--- src/rtl/freq_div_pkg.sv ---
// Shared definitions for the frequency-divider controller and its datapath:
// controller state codes, divider state encoding and default sizing.
package freq_div_pkg;

  // Default width of K and of the period counter
  localparam int W_DEFAULT = 16;

  // Default dividend; must stay below 2**W_DEFAULT
  localparam int REF_COUNT_DEFAULT = 50000;

  // Controller state codes, shared with the controller
  localparam logic [2:0] ST_IDLE     = 3'b000;
  localparam logic [2:0] ST_STARTING = 3'b001;
  localparam logic [2:0] ST_CALC_K   = 3'b010;
  localparam logic [2:0] ST_CNT_LOAD = 3'b011;
  localparam logic [2:0] ST_COUNTING = 3'b100;

  // Divider sequencing states
  typedef enum logic [1:0] {
    D_IDLE = 2'b00,
    D_BUSY = 2'b01,
    D_DONE = 2'b10
  } div_state_e;

endpackage

--- src/rtl/freq_div_datapath_if.sv ---
// Handshake bundle between the frequency-divider controller (master) and
// the datapath responder (slave).
interface freq_div_datapath_if
  import freq_div_pkg::*;
#(
  parameter int W = W_DEFAULT
);

  logic [7:0]   n_in;       // requested divisor from the switches
  logic [2:0]   cur_state;  // controller state code
  logic         LdCnt;      // load the period counter
  logic         counten;    // advance the period counter
  logic         valid;      // square-wave output enabled
  logic         kcalc;      // K ready (level)
  logic         cout;       // period terminal count (combinational)
  logic [W-1:0] k_out;      // last computed K
  logic         wave;       // divided square wave

  modport master (
    output n_in, cur_state, LdCnt, counten, valid,
    input  kcalc, cout, k_out, wave
  );

  modport slave (
    input  n_in, cur_state, LdCnt, counten, valid,
    output kcalc, cout, k_out, wave
  );

endinterface

--- src/rtl/k_divider.sv ---
// Multi-cycle restoring divider: one quotient bit per clock, MSB first.
// 'done' flags the cycle whose step produces the final quotient, and
// 'quotient' carries that step's result so the caller can capture it on
// the same edge that finishes the division. A zero divisor finishes
// after a single step; the caller is expected to override the result.
module k_divider
  import freq_div_pkg::*;
#(
  parameter int W  = W_DEFAULT,
  parameter int DW = 8
) (
  input  logic          clk,
  input  logic          rst,
  input  logic          start,
  input  logic [W-1:0]  dividend,
  input  logic [DW-1:0] divisor,
  output logic          busy,
  output logic          done,
  output logic [W-1:0]  quotient
);

  localparam int             IW       = $clog2(W);
  localparam logic [IW-1:0]  IDX_LAST = IW'(W - 1);
  localparam logic [IW-1:0]  IDX_ONE  = IW'(1);

  logic          r_busy;
  logic [IW-1:0] r_idx;
  logic [DW-1:0] r_rem;
  logic [W-1:0]  r_quo;

  logic [DW:0]   w_shift;
  logic [DW:0]   w_diff;
  logic          w_fits;
  logic [DW-1:0] w_rem_next;
  logic [W-1:0]  w_quo_next;

  // One restoring step: bring in the next dividend bit, subtract if it fits
  always_comb begin
    w_shift    = {r_rem, r_quo[W-1]};
    w_diff     = w_shift - {1'b0, divisor};
    w_fits     = (w_shift >= {1'b0, divisor});
    w_rem_next = DW'(w_fits ? w_diff : w_shift);
    w_quo_next = {r_quo[W-2:0], w_fits};
  end

  assign done     = r_busy && ((r_idx == '0) || (divisor == '0));
  assign busy     = r_busy;
  assign quotient = w_quo_next;

  // Load operands on start (a restart overrides a division in flight),
  // otherwise step once per cycle while busy
  always_ff @(posedge clk or posedge rst) begin
    if (rst) begin
      r_busy <= 1'b0;
      r_idx  <= '0;
      r_rem  <= '0;
      r_quo  <= '0;
    end else if (start) begin
      r_busy <= 1'b1;
      r_idx  <= IDX_LAST;
      r_rem  <= '0;
      r_quo  <= dividend;
    end else if (r_busy) begin
      r_rem <= w_rem_next;
      r_quo <= w_quo_next;
      if (done) begin
        r_busy <= 1'b0;
      end else begin
        r_idx <= r_idx - IDX_ONE;
      end
    end
  end

endmodule

--- src/rtl/freq_div_datapath.sv ---
// Datapath responder for the frequency-divider controller. Computes
// K = REF_COUNT / n with a multi-cycle divider while the controller sits
// in CALC_K, then drives the loadable period counter and the square wave.
module freq_div_datapath
  import freq_div_pkg::*;
#(
  parameter int W         = W_DEFAULT,
  parameter int REF_COUNT = REF_COUNT_DEFAULT
) (
  input  logic                clk,
  input  logic                rst,
  freq_div_datapath_if.slave  bus
);

  localparam logic [W-1:0] DIVIDEND = W'(REF_COUNT);
  localparam logic [W-1:0] ONE      = W'(1);
  localparam logic [W-1:0] ALL_ONES = {W{1'b1}};

  div_state_e   r_dstate;
  div_state_e   w_dstate_next;
  logic [7:0]   r_n_q;
  logic [W-1:0] r_k_out;
  logic [W-1:0] r_cnt;
  logic         r_wave;

  logic         w_calc;
  logic         w_start;
  logic         w_k_load;
  logic [W-1:0] w_k_new;
  logic         w_div_busy;
  logic         w_div_done;
  logic [W-1:0] w_quotient;
  logic         w_cout;

  // Divide-by-zero saturates to the largest K; a zero quotient would stall
  // the period counter, so it is raised to 1
  function automatic logic [W-1:0] clamp_k(input logic [7:0] n, input logic [W-1:0] q);
    logic [W-1:0] k;
    if (n == 8'd0) begin
      k = ALL_ONES;
    end else if (q == '0) begin
      k = ONE;
    end else begin
      k = q;
    end
    return k;
  endfunction

  k_divider #(
    .W  (W),
    .DW (8)
  ) u_div (
    .clk      (clk),
    .rst      (rst),
    .start    (w_start),
    .dividend (DIVIDEND),
    .divisor  (r_n_q),
    .busy     (w_div_busy),
    .done     (w_div_done),
    .quotient (w_quotient)
  );

  // Decode controller request and decide when a finished K is captured
  always_comb begin
    w_calc   = (bus.cur_state == ST_CALC_K);
    w_start  = (r_dstate == D_IDLE) && w_calc;
    w_k_load = (r_dstate == D_BUSY) && w_calc && w_div_busy && w_div_done;
    w_k_new  = clamp_k(r_n_q, w_quotient);
  end

  // Divider sequencing; leaving CALC_K at any point returns to idle
  always_comb begin
    w_dstate_next = r_dstate;
    case (r_dstate)
      D_IDLE: begin
        if (w_calc) begin
          w_dstate_next = D_BUSY;
        end else begin
          w_dstate_next = D_IDLE;
        end
      end
      D_BUSY: begin
        if (!w_calc) begin
          w_dstate_next = D_IDLE;
        end else if (w_k_load) begin
          w_dstate_next = D_DONE;
        end else begin
          w_dstate_next = D_BUSY;
        end
      end
      D_DONE: begin
        if (!w_calc) begin
          w_dstate_next = D_IDLE;
        end else begin
          w_dstate_next = D_DONE;
        end
      end
      default: begin
        w_dstate_next = D_IDLE;
      end
    endcase
  end

  // Divider state register
  always_ff @(posedge clk or posedge rst) begin
    if (rst) begin
      r_dstate <= D_IDLE;
    end else begin
      r_dstate <= w_dstate_next;
    end
  end

  // Divisor is sampled only when a division starts; later switch changes wait
  always_ff @(posedge clk or posedge rst) begin
    if (rst) begin
      r_n_q <= 8'd0;
    end else if (w_start) begin
      r_n_q <= bus.n_in;
    end
  end

  // K is updated only by a completed division; aborts leave it untouched
  always_ff @(posedge clk or posedge rst) begin
    if (rst) begin
      r_k_out <= ONE;
    end else if (w_k_load) begin
      r_k_out <= w_k_new;
    end
  end

  // Period counter: load with -K so terminal count lands K increments later
  always_ff @(posedge clk or posedge rst) begin
    if (rst) begin
      r_cnt <= '0;
    end else if (bus.LdCnt) begin
      r_cnt <= ~r_k_out + ONE;
    end else if (bus.counten) begin
      r_cnt <= r_cnt + ONE;
    end
  end

  assign w_cout = bus.counten && (r_cnt == ALL_ONES);

  // Square wave toggles on each enabled terminal count, held low when disabled
  always_ff @(posedge clk or posedge rst) begin
    if (rst) begin
      r_wave <= 1'b0;
    end else if (!bus.valid) begin
      r_wave <= 1'b0;
    end else if (w_cout) begin
      r_wave <= ~r_wave;
    end
  end

  assign bus.kcalc = (r_dstate == D_DONE) && w_calc;
  assign bus.cout  = w_cout;
  assign bus.k_out = r_k_out;
  assign bus.wave  = r_wave;

endmodule
--- src/flat_wrapper.sv ---
// flat-port wrapper written by rule: the top's interface ports become plain ports
module freq_div_datapath_flat import freq_div_pkg::*;
#(
  parameter int W         = W_DEFAULT,
  parameter int REF_COUNT = REF_COUNT_DEFAULT
)
  (clk, rst, bus_n_in, bus_cur_state, bus_LdCnt, bus_counten, bus_valid, bus_kcalc, bus_cout, bus_k_out, bus_wave);
  freq_div_datapath_if #(.W(W)) bus_i ();
  input  logic clk;
  input  logic rst;
  input wire logic [$bits(bus_i.n_in)-1:0] bus_n_in;
  input wire logic [$bits(bus_i.cur_state)-1:0] bus_cur_state;
  input wire logic [$bits(bus_i.LdCnt)-1:0] bus_LdCnt;
  input wire logic [$bits(bus_i.counten)-1:0] bus_counten;
  input wire logic [$bits(bus_i.valid)-1:0] bus_valid;
  output wire logic [$bits(bus_i.kcalc)-1:0] bus_kcalc;
  output wire logic [$bits(bus_i.cout)-1:0] bus_cout;
  output wire logic [$bits(bus_i.k_out)-1:0] bus_k_out;
  output wire logic [$bits(bus_i.wave)-1:0] bus_wave;
  assign bus_i.n_in = bus_n_in;
  assign bus_i.cur_state = bus_cur_state;
  assign bus_i.LdCnt = bus_LdCnt;
  assign bus_i.counten = bus_counten;
  assign bus_i.valid = bus_valid;
  assign bus_kcalc = bus_i.kcalc;
  assign bus_cout = bus_i.cout;
  assign bus_k_out = bus_i.k_out;
  assign bus_wave = bus_i.wave;
  freq_div_datapath #(.W(W), .REF_COUNT(REF_COUNT)) u_core (.clk(clk), .rst(rst), .bus(bus_i));
endmodule
--- config.mk ---
export PLATFORM = sky130hd
export DESIGN_NAME = freq_div_datapath_flat
export DESIGN_NICKNAME = d
export VERILOG_FILES = /design/src/rtl/freq_div_pkg.sv /design/src/rtl/freq_div_datapath_if.sv /design/src/rtl/k_divider.sv /design/src/rtl/freq_div_datapath.sv /design/src/flat_wrapper.sv
export SDC_FILE = /design/constraint.sdc
export NUM_CORES = 1
export LEC_CHECK = 0
export CORE_UTILIZATION = 50
export DETAILED_ROUTE_END_ITERATION = 8
export DONT_BUFFER_PORTS = 1
export GPL_ROUTABILITY_DRIVEN = 0
export PLACE_DENSITY = 0.68
export SYNTH_ARGS = -nofsm -noshare
export SYNTH_HDL_FRONTEND = slang
export SYNTH_SLANG_ARGS = --single-unit
--- constraint.sdc ---
create_clock -name clk -period 2 [get_ports clk]
set_clock_uncertainty 0.1 [all_clocks]
set_input_delay 0.3 -clock clk [delete_from_list [all_inputs] [get_ports clk]]
set_output_delay 0.3 -clock clk [all_outputs]
set_load 0.01 [all_outputs]
### Word level (Yosys, flattened, before mapping)

Cells that the tools add are included.

| storage, ports and cells | value |
|---|---|
| bits in registers | 72 |
| output and inout port bits | 19 |
| memories kept | 0 |
| input port bits | 16 |
| memory bits (read-only) | 0 |
| bits in writable memories | 0 |
| bits in latches | 0 |

| operators by class | value |
|---|---|
| div/mod/pow operators | 0 |
| bitwise operators | 2 |
| shift-type cells | 0 |
| equal/unequal tests | 6 |
| mux-type cells | 22 |
| $add $sub $neg | 4 |
| $lt $le $gt $ge | 1 |
| reduce and logical (&&, ||, !) cells | 15 |
| $mul | 0 |

Operators by type and width:

| kind | number |
|---|---|
| $mux W16 | 6 |
| $add A16 B1 Y16 const B | 2 |
| $mux W8 | 3 |
| $eq A16 B16 Y1 const B | 1 |
| $logic_not A16 Y1 | 1 |
| $not A16 Y16 | 1 |
| $mux W4 | 3 |
| $ge A9 B8 Y1 | 1 |
| $logic_not A8 Y1 | 1 |
| $sub A8 B8 Y8 | 1 |
| $logic_and A1 B1 Y1 | 7 |
| $mux W1 | 6 |
| $mux W2 | 3 |
| $pmux W2 S3 | 1 |
| $logic_not A4 Y1 | 1 |
| $reduce_bool A2 Y1 | 2 |
| $sub A4 B1 Y4 const B | 1 |
| $eq A3 B2 Y1 const B | 1 |
| $eq A2 B1 Y1 const B | 1 |
| $eq A2 B2 Y1 const B | 1 |
| $logic_not A2 Y1 | 1 |
| $ne A2 B1 Y1 const B | 1 |
| $ne A2 B2 Y1 const B | 1 |
| $reduce_and A2 Y1 | 1 |
| other kinds (2) | 2 |

### Logic depth before layout (Yosys ltp)

| logic depth | value |
|---|---|
| depth in word-level cells | 7 |
| gate-level depth with buffers | 9 |
| depth with buffers taken out | 8 |

### By module

From an unflattened synthesis, not the netlist that was laid out.

| second synthesis, totals | value |
|---|---|
| cells, all modules | 451 |
| area, all modules | 4465.5 um2 |

By module, submodules not included:

| module | cells an instance | sequential area each (um2) | instances | area each (um2) |
|---|---|---|---|---|
| freq_div_datapath | 231 | 1077.3 | 1 | 2464.9 |
| k_divider | 220 | 725.7 | 1 | 2000.7 |

### Worst setup path before layout

Ideal clock, no wire load.

| path | value |
|---|---|
| kind | input -> register |
| from | in bus_LdCnt |
| to | reg u_core.r_cnt[14] |
| library setup time | 0.133 ns |
| stages | 9 |
| setup slack | -0.731 ns |
| arrival | 2.498 ns |
| required time | 1.767 ns |
| cell sequence | clkbuf_1 -> clkbuf_1 -> buf_1 -> mux2i_1 -> ha_1 -> o221ai_2 -> nor4_1 -> mux2i_1 -> o211ai_1 |

| between the ends | value |
|---|---|
| longest elaborated chain between the ends | 1 |
| elaborated cells between the ends (all ways) | 2 |

RTL lines:

| item | RTL line | text |
|---|---|---|
| start: declaration | flat_wrapper.sv:13 | `input wire logic [$bits(bus_i.LdCnt)-1:0] bus_LdCnt;` |
| $mux W16 or $reduce_bool A2 Y1 (tied branches) | -- |  |
| end signal: assignment | freq_div_datapath.sv:136 | `r_cnt <= ~r_k_out + ONE;` |
| end signal: assignment | freq_div_datapath.sv:138 | `r_cnt <= r_cnt + ONE;` |
| end: declaration | freq_div_datapath.sv:23 | `logic [W-1:0] r_cnt;` |

Several ways; a longest one is shown, not always the timed one.
A chain may end at the register's enable or synchronous reset.

### Worst setup path after layout

| path | value |
|---|---|
| from | reg u_core.r_k_out[2], in the netlist u_core.bus.k_out[2] |
| to | reg u_core.r_cnt[15] |

| between the ends | value |
|---|---|
| longest elaborated chain between the ends | 3 |

RTL lines:

| item | RTL line | text |
|---|---|---|
| start: declaration | freq_div_datapath.sv:22 | `logic [W-1:0] r_k_out;` |
| start signal: assignment | freq_div_datapath.sv:127 | `r_k_out <= w_k_new;` |
| $not A16 Y16 | freq_div_datapath.sv:136 |  |
| $add A16 B1 Y16 | freq_div_datapath.sv:136 |  |
| $mux W16 | freq_div_datapath.sv:135 | `end else if (bus.LdCnt) begin` |

No other way between the ends.

==> impl_results.md <==
* CP required at 2.13 ns
* Synth Cell Area at 0.004267 mm2
* Post-layout net count at 568
* Inst Count DP at 607
* Crit end category: flop
* Area Growth Syn to Fin at 36.45%
* Peak VDD IR at 861.8 uV
* Buf/Inv on CP at 0
* CP peak stage delay at 0.43 ns
* Status: finished, violations left
* Commonest non-fill, non-tap cells in the layout: dfrtp_1, buf_4, nor2_1
* Ratio of cells with drive above 1 in the final layout at 34.13%
* Worst path cell trace: or3b_4 -> or3_4 -> a2111oi_4 -> mux2i_1 -> o21ai_1
* Relative slew slack at 49.86%
* Largest family of logic cells by synthesized area: simple AND/OR/NAND/NOR gates
* Clock Pin Slew Worst Setup and Hold Paths at 0.09 ns
* Total gr overflow at 0
* Post-route insts no fill at 650
* Die width at 94.38 um
* Post-Synth Adder-Cell Area at 3.695%
* Register area share after synthesis at 42.26%
* Worst Hold Class: input pin to flop
* CTS Sinks at 72
* First-pass DRT Iterations at 4
* Ant diodes at 0
* Final WL at 11.78 mm
* Setup CP Type: flop to flop
* CTS tree: yes
* Multiplexer share of the synthesized area at 5.894%
* Synthesized instance count at 462
* Syn Area/Cell at 9.235 um2
* Core area at 0.008217 mm2
* Actual slew at the worst max-slew pin at 0.7497 ns
* GRT Total Usage at 25.46%
* Setup WS post-layout at -0.09104 ns
* DIE AREA at 0.008907 mm2
* Largest net degree at the start of global routing at 38
* Crit share post-route at 104.6%
* Syn_nets at 490
* Hold_ws at -0.008104 ns
* WL per Instance at 18.13 um
* Max Cap Viol at 0
* CP Launch Type: flop
* Setup repair after global routing missed its margin: yes
* Max Freq at 0.4782 GHz
* Area share of and/or/nand/nor cells after synthesis at 21.88%
* Max clock buf depth at 2
* Final core area utilization at 70.85%
* Inserted Clock Buffers at 9
* CP Max Fanout at 4
* Final Critical Period at 2.091 ns
* Main synth FF type: dfrtp_1
* Xor and xnor area share after synthesis at 5.953%
* Static Leakage at 2.503 nW
* Yosys warning count at 0
* Routed Antenna Nets at 0
* Initial antenna violation count at 0
* Initial core utilization at 51.93%
* Site Rows at 33
* Commonest non-fill, non-tap cell in the layout: dfrtp_1
* Worst skew pair latency at 0.35 ns
* Detailed placement HPWL at 7.468 mm
* Yosys cell types at 62
* Endpoints failing hold at 1
* CTS HTree Levels at 3
* Final slew viol count at 0
* Via count at 3807
* Final Setup Violations at 10
* First-pass GRT wire length at 17.50 mm
* Port bufs at 0
* Setup TNS at -0.3411 ns
* # IOs at 35
* DRC at 0
* Violated checks: negative hold slack, negative setup slack
* CP top delay family: simple AND/OR/NAND/NOR gates
* Compound-Gate Fraction of Synth Area at 16.16%
* Pwr Density at 1300 mW/mm2
* Arr. time, crit path at 2.22 ns
* Ys async rst share at 100.0%
* Vias in the first global route at 3678
* CTS root buffer: clkbuf_8
* DR vias/cell at 5.857
* CP max stage cell: dfrtp_2
* Chip Height at 94.38 um
* Register bit total from synthesis at 72
* Filler instances at 604
* Initial drt markers at 241
* Total Power at 7.571 mW
* Post-synth EDFFs at 0
==> cell type report <==
type,instances,area (um2),share of cell area (%)
clock buffer,9,123.9,2.128
clock inverter,7,72.57,1.247
inverter,19,75.07,1.289
multi-input combinational,347,2770,47.58
sequential,72,1804,30.99
tap,105,131.4,2.257
timing repair buffer,91,844.6,14.51
==> where the power goes <==
part           total (mW)  switching, mW  internal (mW)
clock network        1.18          0.606          0.576
logic                3.98           1.96           2.02
registers            2.41          0.496           1.91
==> repair_timing <==
action,4_1_cts,5_1_grt
hold buffers,12,0
resized for setup,8,84
endpoints found under the hold margin,42,0
buffers inserted,1,10
gates cloned,0,4
endpoints found under the setup margin,22,33
pin swaps,1,13
==> sequential cells by signal, indices dropped and copies added, names as in the netlist, 2 cells and up <==
signal,flops
u_core.bus.k_out,16
u_core.r_cnt,16
u_core.u_div.r_quo,16
u_core.r_n_q,8
u_core.u_div.r_rem,8
u_core.u_div.r_idx,4
u_core.r_dstate,2
==> path summary, 6_finish.rpt <==
| path | endpoint | cells past startpoint | slack [ns] | start |
|---|---|---|---|---|
| max in group asynchronous | u_core.bus.k_out[0] | 3 | 0.83 | rst |
| max | u_core.r_cnt[15] | 5 | -0.09 | u_core.bus.k_out[2] |
| min reg2reg | u_core.u_div.r_idx[3] | 2 | 0.43 | u_core.u_div.r_idx[3] |
| min in group asynchronous | u_core.r_cnt[2] | 2 | 0.37 | rst |
| min | u_core.r_cnt[1] | 2 | -0.008 | bus_counten |
| max reg2reg | u_core.r_cnt[15] | 5 | -0.09 | u_core.bus.k_out[2] |
==> worst register-to-register path, delay by kind of cell (launching register included) <==
| kind | cells | cell delay [ns] |
|---|---|---|
| multiplexers | 1 | 0.23 |
| AO/OA/AOI/OAI | 2 | 0.40 |
| flip-flops | 1 | 0.43 |
| AND/OR/NAND/NOR | 2 | 0.80 |
==> synth_stat cells, drive strengths merged (3+ instances only) <==
library cell,count,area [um2]
a21oi,25,125.1
o211ai,3,22.52
dfrtp,71,1777
nand2b,7,43.79
nand3,6,30.03
ha,11,137.6
inv,18,67.56
nor4,9,56.30
mux2i,24,240.2
and3b,5,43.79
a211oi,7,62.56
a221oi,3,26.28
nand2,38,142.6
xnor2,13,113.9
nor3,11,55.05
or2,6,37.54
a31oi,5,31.28
and2,5,31.28
o22ai,3,18.77
o21a,3,22.52
buf,8,42.54
nand4b,3,26.28
nor2b,9,56.30
and3,3,18.77
xor2,16,140.1
nor2,55,206.5
nor3b,9,67.56
nor4b,3,26.28
o21ai,26,130.1
clkbuf,17,63.81
nand4,5,31.28
==> routing by layer <==
layer	vias up	routed length [um]	track usage (%)	part of all wire [%]
met5	-	0	0	0
met4	0	271	10.13	2.3
met3	19	578	4.509	4.9
met2	112	6018	44.75	51
met1	1870	4915	30.82	42
li1	1806	-	-	-
==> metrics by stage <==
stage / worst slack (ns) / instance area [um2]
3_3_place_gp: -0.1425 / 4891
2_1_floorplan: -0.08293 / 4352
4_1_cts: -0.07159 / 5249
6_report: -0.09104 / 5822
3_5_place_dp: -0.2481 / 4891
5_1_grt: -0.1516 / 5822
==> cell families (layout without fill, tap and decap cells) <==
group | after synthesis | in the layout
AOI/OAI and AO/OA | 99 | 100
xor gates and xnor gates | 29 | 29
adders and majority gates | 12 | 12
buffers and inverters | 44 | 126
DFF | 72 | 72
muxes | 25 | 25
and+or+nand+nor | 181 | 181
No activity file was read; power rests on OpenSTA's default activity.
